### src/rtl/ras_ckpt_stack.sv
// Return-address stack for the branch predictor: circular buffer with overwrite-on-overflow
// and NR_CKPT tagged checkpoints that repair tos/count/top after a misprediction.
module ras_ckpt_stack #(
  parameter int unsigned DEPTH   = 2,
  parameter int unsigned ADDR_W  = 64,
  parameter int unsigned NR_CKPT = 4,
  localparam int unsigned PTR_W  = (DEPTH > 1) ? $clog2(DEPTH) : 1,
  localparam int unsigned CID_W  = (NR_CKPT > 1) ? $clog2(NR_CKPT) : 1
) (
  input  logic              clk_i,
  input  logic              rst_ni,
  input  logic              flush_i,
  input  logic              push_i,
  input  logic              pop_i,
  input  logic [ADDR_W-1:0] data_i,
  output logic [ADDR_W-1:0] data_o,
  output logic              valid_o,
  output logic [PTR_W:0]    count_o,
  input  logic              ckpt_save_i,
  input  logic [CID_W-1:0]  ckpt_id_i,
  input  logic              restore_i,
  input  logic [CID_W-1:0]  restore_id_i,
  output logic              restore_miss_o
);

  localparam logic [PTR_W-1:0] LastIdx  = PTR_W'(DEPTH - 1);
  localparam logic [PTR_W-1:0] PtrOne   = PTR_W'(1);
  localparam logic [PTR_W:0]   CntOne   = (PTR_W + 1)'(1);
  localparam logic [PTR_W:0]   DepthCnt = (PTR_W + 1)'(DEPTH);

  typedef struct packed {
    logic [PTR_W-1:0]  tos;
    logic [PTR_W:0]    cnt;
    logic [ADDR_W-1:0] top;
  } ckpt_t;

  logic [ADDR_W-1:0] entry_q [DEPTH];
  logic [ADDR_W-1:0] entry_d [DEPTH];
  logic [PTR_W-1:0]  tos_q, tos_d;
  logic [PTR_W:0]    cnt_q, cnt_d;
  ckpt_t             ckpt_q [NR_CKPT];
  ckpt_t             ckpt_d [NR_CKPT];
  logic [NR_CKPT-1:0] ckpt_vld_q, ckpt_vld_d;
  logic              miss_q, miss_d;

  logic [PTR_W-1:0]  tos_inc, tos_dec;
  logic              save_id_ok, rest_id_ok;
  logic              rest_hit;
  ckpt_t             rest_slot;
  ckpt_t             live_snap;

  // Slot ids beyond NR_CKPT only exist when NR_CKPT is not a power of two.
  if (NR_CKPT == (2 ** CID_W)) begin : g_id_full
    assign save_id_ok = 1'b1;
    assign rest_id_ok = 1'b1;
  end else begin : g_id_part
    assign save_id_ok = (ckpt_id_i < CID_W'(NR_CKPT));
    assign rest_id_ok = (restore_id_i < CID_W'(NR_CKPT));
  end

  // Compare-based wrap so non-power-of-two depths wrap exactly at DEPTH.
  always_comb begin
    tos_inc = (tos_q == LastIdx) ? '0 : tos_q + PtrOne;
    tos_dec = (tos_q == '0) ? LastIdx : tos_q - PtrOne;
  end

  always_comb begin
    rest_slot = ckpt_q[restore_id_i];
    rest_hit  = rest_id_ok && ckpt_vld_q[restore_id_i];
    live_snap = '{tos: tos_q, cnt: cnt_q, top: entry_q[tos_q]};
  end

  always_comb begin
    entry_d    = entry_q;
    tos_d      = tos_q;
    cnt_d      = cnt_q;
    ckpt_d     = ckpt_q;
    ckpt_vld_d = ckpt_vld_q;
    miss_d     = 1'b0;

    if (flush_i) begin
      tos_d      = '0;
      cnt_d      = '0;
      ckpt_vld_d = '0;
    end else if (restore_i) begin
      if (rest_hit) begin
        tos_d                  = rest_slot.tos;
        cnt_d                  = rest_slot.cnt;
        entry_d[rest_slot.tos] = rest_slot.top;
      end else begin
        // Miss empties the live stack but keeps the other checkpoints.
        tos_d  = '0;
        cnt_d  = '0;
        miss_d = 1'b1;
      end
    end else begin
      if (ckpt_save_i && save_id_ok) begin
        ckpt_d[ckpt_id_i]     = live_snap;
        ckpt_vld_d[ckpt_id_i] = 1'b1;
      end

      if (push_i && pop_i && (cnt_q != '0)) begin
        entry_d[tos_q] = data_i;
      end else if (push_i) begin
        tos_d            = tos_inc;
        entry_d[tos_inc] = data_i;
        if (cnt_q != DepthCnt) begin
          cnt_d = cnt_q + CntOne;
        end
      end else if (pop_i && (cnt_q != '0)) begin
        tos_d = tos_dec;
        cnt_d = cnt_q - CntOne;
      end
    end
  end

  always_ff @(posedge clk_i or negedge rst_ni) begin
    if (!rst_ni) begin
      for (int i = 0; i < int'(DEPTH); i++) begin
        entry_q[i] <= '0;
      end
      for (int i = 0; i < int'(NR_CKPT); i++) begin
        ckpt_q[i] <= '0;
      end
      tos_q      <= '0;
      cnt_q      <= '0;
      ckpt_vld_q <= '0;
      miss_q     <= 1'b0;
    end else begin
      entry_q    <= entry_d;
      ckpt_q     <= ckpt_d;
      tos_q      <= tos_d;
      cnt_q      <= cnt_d;
      ckpt_vld_q <= ckpt_vld_d;
      miss_q     <= miss_d;
    end
  end

  // Top is not masked when empty; consumers qualify with valid_o.
  always_comb begin
    data_o         = entry_q[tos_q];
    valid_o        = (cnt_q != '0);
    count_o        = cnt_q;
    restore_miss_o = miss_q;
  end

endmodule
### config.mk
export PLATFORM = sky130hd
export DESIGN_NAME = ras_ckpt_stack
export DESIGN_NICKNAME = d
export VERILOG_FILES = /design/src/rtl/ras_ckpt_stack.sv
export SDC_FILE = /design/constraint.sdc
export NUM_CORES = 1
export LEC_CHECK = 0
export CORE_MARGIN = 2
export CORE_UTILIZATION = 58
export DETAILED_ROUTE_END_ITERATION = 7
export DONT_BUFFER_PORTS = 1
export HOLD_SLACK_MARGIN = 0.06
export PLACE_DENSITY = 0.85
export SYNTH_ARGS = -nofsm -noshare
export SYNTH_HDL_FRONTEND = slang
export SYNTH_SLANG_ARGS = --single-unit
### constraint.sdc
create_clock -name clk_i -period 2.01 [get_ports clk_i]
set_input_delay 0.1005 -clock clk_i [delete_from_list [all_inputs] [get_ports clk_i]]
set_output_delay 0.1005 -clock clk_i [all_outputs]
set_load 0.005 [all_outputs]
# Word level (Yosys, flattened, before mapping)

Index checks and enable logic that the tools add are counted.

$add $sub $neg: 4
Magnitude comparators: 12
Equal/unequal tests: 5
Multiplexer cells: 47
Bitwise operators: 8
Reductions and logical operators: 17

Operators by type and width:

| cell                                                       | number |
|---|---|
| two-way mux 128 bit                                        | 4 |
| bitwise mux 128 bit                                        | 3 |
| two-way mux 64 bit                                         | 6 |
| bitwise mux 268 bit                                        | 1 |
| two-way mux 67 bit                                         | 3 |
| demux 64 bit (select 1 bit)                                | 3 |
| binary-select mux 67 bit (select 2 bit)                    | 1 |
| demux 67 bit (select 2 bit)                                | 1 |
| two-way mux 2 bit                                          | 7 |
| two-way mux 1 bit                                          | 13 |
| two-way mux 4 bit                                          | 3 |
| AND reduction 3 bit                                        | 3 |
| logical AND 1 bit                                          | 8 |
| greater-or-equal comparator 2 bit, second input constant   | 3 |
| greater-or-equal comparator 3 bit, second input constant   | 2 |
| less-than comparator 2 x 1 -> 1 bit, second input constant | 3 |
| less-than comparator 2 x 3 -> 1 bit, second input constant | 2 |
| inverter 1 -> 2 bit                                        | 3 |
| inverter 2 -> 3 bit                                        | 2 |
| != test 2 bit, second input constant                       | 2 |
| != test 4 x 2 -> 1 bit, second input constant              | 1 |
| bitwise OR 4 bit                                           | 1 |
| AND reduction 2 bit                                        | 2 |
| nonzero test 2 bit                                         | 2 |
| 13 further kinds                                           | 14 |

Register bits after elaboration: 404
Input bits: 75
Output and inout port bits: 68
Word-level logic and storage cells: 111

# Logic depth before layout (Yosys ltp)

Depth after elaboration: 12
Gate-level depth with buffers: 7
Mapped depth without buffers: 4

# Worst setup path after synthesis

Ideal clock, no wire load.

Path kind: reg-to-reg
Start: reg ckpt_q[66] in the netlist's numbering
End: reg entry_q[37] in the netlist's numbering
Setup time: 125 ps
Data arrival time: 1722 ps
Required time: 1885 ps
Slack: 163 ps
Cell stages (with the launch flop): 7
Path buffers: 2
Period minus slack after synthesis: 1847 ps
Path through: dfrtp_1 mux4_2 and2_4 buf_6 buf_6 a22o_1 mux2_4

Cells in the longest elaborated chain, start to end: 11
Elaborated cells on any way between the ends: 12
Those cells by class: order compare (2); mux (8); bitwise (1); reduce/logical (1)

Ends and longest elaborated chain:

| what                                                                                                           | line | source |
|---|---|---|
| start, declared                                                                                                | 41   | `ckpt_t ckpt_q [NR_CKPT];` |
| start signal, assigned                                                                                         | 131  | `ckpt_q <= ckpt_d;` |
| binary-select mux 67 bit (select 2 bit) *                                                                      | 68   | `rest_slot = ckpt_q[restore_id_i];` |
| two-way mux 67 bit (implied by the code) * (2 in a row)                                                        | 68   |  |
| inverter 1 -> 2 bit (implied by the code) *                                                                    | 89   | `entry_d[rest_slot.tos] = rest_slot.top;` |
| greater-or-equal comparator 2 bit (implied by the code) or less-than comparator 2 x 1 -> 1 bit (tied branches) | 89   |  |
| logical AND 1 bit (implied by the code)                                                                        | 89   |  |
| two-way mux 64 bit (implied by the code)                                                                       | 89   |  |
| demux 64 bit (select 1 bit) *                                                                                  | 89   |  |
| bitwise mux 128 bit *                                                                                          | 89   |  |
| two-way mux 128 bit *                                                                                          | 86   | `if (rest_hit) begin` |
| two-way mux 128 bit *                                                                                          | 85   | `end else if (restore_i) begin` |
| end signal, assigned                                                                                           | 130  | `entry_q <= entry_d;` |
| end, declared                                                                                                  | 37   | `logic [ADDR_W-1:0] entry_q [DEPTH];` |

Mark *: on every way between the ends. The rest lies on a longest branch, timed or not. The select of a mux whose other input is x is not followed.
A chain may end at the register's enable or synchronous reset.

# Worst setup path in the final report

Start: reg ckpt_vld_q[2]
End: reg entry_q[74] in the netlist's numbering

Cells in the longest elaborated chain, start to end: 4

Ends and longest elaborated chain:

| what                                    | line | source |
|---|---|---|
| start, declared                         | 43   | `logic [NR_CKPT-1:0] ckpt_vld_q, ckpt_vld_d;` |
| start signal, assigned                  | 134  | `ckpt_vld_q <= ckpt_vld_d;` |
| binary-select mux 1 bit (select 2 bit)  | 69   | `rest_hit = rest_id_ok && ckpt_vld_q[restore_id_i];` |
| two-way mux 1 bit (implied by the code) | 69   |  |
| != test 2 x 1 -> 1 bit (no line)        | -    |  |
| AND reduction 3 bit (no line)           | -    |  |

No other way between the ends. The select of a mux whose other input is x is not followed.

==> results.md <==
- Die area: 34660 um2
- Pre-Repair DR Iteration Count: 5
- WHS: -0.7286 ns
- Post-DP HPWL: 27240 um
- EDFF count, synth: 0
- Status: complete, but fails checks
- # rows: 66
- Design area: 22330 um2
- Largest net degree at the start of global routing: 405
- Layout cell share with drive strength beyond 1: 0.2124
- Starting Density: 0.5901
- Global route overflow: 0
- Die width: 186.2 um
- Max Fanout on Critical Path: 8
- Seq/Total Area, Yosys: 0.5253
- Sum Neg Setup Slack: -1.577 ns
- Via count: 14552
- Area delta synth->final: 16.00%
- Core area: 32620 um2
- Clk pwr share: 0.274
- Max Fclk: 471.3 MHz
- Final net count: 1757
- Overall routing resource usage: 0.3079
- Clk_skew: 0.02097 ns
- Final Max Slew Viols: 0
- Worst IR Drop VDD: 610.4 uV
- Floorplan die height: 186.2 um
- Crit. End Element: register
- Routability cong.: 0.7870
- Initial antenna violation count: 3
- Initial drt markers: 1802
- Placed Instances: 2040
- CP startpoint kind: register
- Critical path arrival: 2.53 ns
- Fin crit period: 2.122 ns
- Clock tree buffer depth: 3
- Post-Syn Area: 19250 um2
- Routed WL: 55380 um
- Ports: 143
- Commonest cells after routing, fill and taps aside: dfrtp_1 (403), a21oi_1 (195), nor2_1 (136)
- Final hold violations: 404
- Commonest non-fill, non-tap cell in the layout: dfrtp_1
- Combinational share of power: 0.264
- Yosys Warn Count: 0
- DR vias/cell: 6.756
- Port buffer count: 0
- Worst-path clk slew: 0.06 ns
- Layout Cells excl Fill: 2154
- Mapped Cells: 1716
- Global-route wire length before repair: 82050 um
- DRC violations left: 0
- RSZ-0062 raised after global routing: true
- Syn_nets: 1791
- Later-pin clock latency in the skew report: 0.54 ns
- CP required: 2.42 ns
- PD cells: 1223 nW/um2
- Net Sw Power: 8726 uW
- CTS H-tree lvls: 2
- Switch share: 0.3196
- Clock sink total: 404
- Relative slew slack: 0.3033
- CTS tree: done
- Area after DPL: 19760 um2
- Worst Tran Pin Value: 1.042 ns
- Violated checks: negative hold slack, negative setup slack
- Average wire per standard cell: 25.71 um
- Syn avg cell area: 11.22 um2
- Pleak: 0.009558 uW
- Internal power: 18580 uW
- Maxcap violations: 0
- Post-route ant nets: 0
- Vias in the first global route: 14814
- Hold Crit Class: input pin to asynchronous set/reset pin
- Synth unique cells: 40
- Async set-or-reset flop fraction in the synthesized netlist: 1.000
- Flops & latches, synth: 404
- Seq pwr share: 0.462
- CTS buffer count: 41
- CP Class: register to register
- Setup ws final: -0.1118 ns
- Final setup fails: 36
- Primary FF master, synth: dfrtp_1
- Clock root cell: clkbuf_16
- Fin crit share: 1.056
registers in the layout (all words and copies together) (netlist names):
register / flops
ckpt_vld_q: 4
entry_q: 128
tos_q: 1
restore_miss_o: 1
count_o: 2
ckpt_q: 268
power groups by stage:
stage | combinational, uW | clock [uW] | sequential (uW)
finish | 7220 | 7470 | 12600
global route | 7900 | 7860 | 12900
CTS | 6690 | 7490 | 12300
detailed placement | 6180 | 0 | 12300
global placement | 5810 | 0 | 12100
floorplan | 4920 | 0 | 11800
cells by family (layout without fill, tap and decap cells):
| logic type | count (synthesis) | in the layout | synth area share |
|---|---|---|---|
| AOI/OAI and AO/OA | 527 | 527 | 0.1716 |
| buffers and inverters | 227 | 220 | 0.05298 |
| xor gates and xnor gates | 4 | 4 | 0.001821 |
| DFF | 404 | 404 | 0.5253 |
| muxes | 208 | 208 | 0.1690 |
| and+or+nand+nor | 346 | 346 | 0.07931 |
| other | 0 | 3 | 0 |
critical path, stage by stage (launching register included):
cell	delay [ns]
dfrtp_1	0.38
mux4_2	0.49
buf_4	0.19
nor4bb_4	0.19
buf_6	0.16
clkbuf_16	0.18
a211oi_1	0.30
a21oi_1	0.09
final cells by class:
class | count | area [um2]
clock inverter | 10 | 78.83
antenna | 3 | 7.507
tap | 442 | 553.0
sequential | 404 | 10110
timing repair buffer | 83 | 1222
inverter | 67 | 251.5
clock buffer | 60 | 1220
multi-input combinational | 1085 | 8881
fill | 2103 | 10290
per-layer routing:
layer | up-vias | share of wire | global-route usage
li1 | 6100 | - | -
met1 | 7294 | 0.36 | 0.4014
met5 | - | 0 | 0
met2 | 949 | 0.48 | 0.4971
met4 | 0 | 0.052 | 0.1420
met3 | 209 | 0.11 | 0.07048
metrics by stage:
step	total power (uW)	setup WS (ns)	util
after detailed placement	18440	0.03708	0.6059
after global routing	28640	-0.09671	0.6845
after CTS	26480	-0.09825	0.6651
after floorplan	16750	0.1629	-
final	27300	-0.1118	0.6845
after global placement	17880	0.09852	0.6059
repair_timing:
item                                   4_1_cts  5_1_grt
setup endpoints to repair                   64      162
gates resized for setup                     55       84
buffers inserted                             0        2
hold buffers                                32        1
endpoints found under the hold margin      540      405
pin swaps                                    0       10
cloned                                       1        7
final timing paths:
check | startpoint | endpoint | slack (ns) | cells past startpoint
hold reg to reg | ckpt_q[118] | ckpt_q[118] | 0.47 | 2
max in group asynchronous | rst_ni | ckpt_q[239] | 2.12 | 0
min in group clk_i | restore_i | entry_q[92] | 0.04 | 3
setup reg to reg | ckpt_vld_q[2] | entry_q[74] | -0.11 | 7
setup / recovery | ckpt_vld_q[2] | entry_q[74] | -0.11 | 7
hold / removal | rst_ni | ckpt_q[73] | -0.73 | 0
cell usage after synthesis (2+ instances only):
master    count  area share
o21ai_0     131       0.034
nor2_1      137       0.027
mux2_2       16      0.0094
mux2_4       60       0.047
a21oi_1     196       0.051
buf_1        16      0.0031
nand2_1     128       0.025
dfrtp_1     404        0.53
nor2b_1      67       0.022
a221oi_1     64       0.029
buf_2        26      0.0068
nand3_1       2     0.00052
xnor2_1       3      0.0014
clkbuf_1     96       0.019
mux4_2       68       0.080
a22o_1       64       0.029
buf_6        14      0.0082
nand3b_1      2     0.00078
buf_4         8      0.0031
mux2i_1      64       0.033
nor3b_1       2     0.00078
inv_1        67       0.013
a211oi_1     64       0.025
No activity file was read; power rests on OpenSTA's default activity.
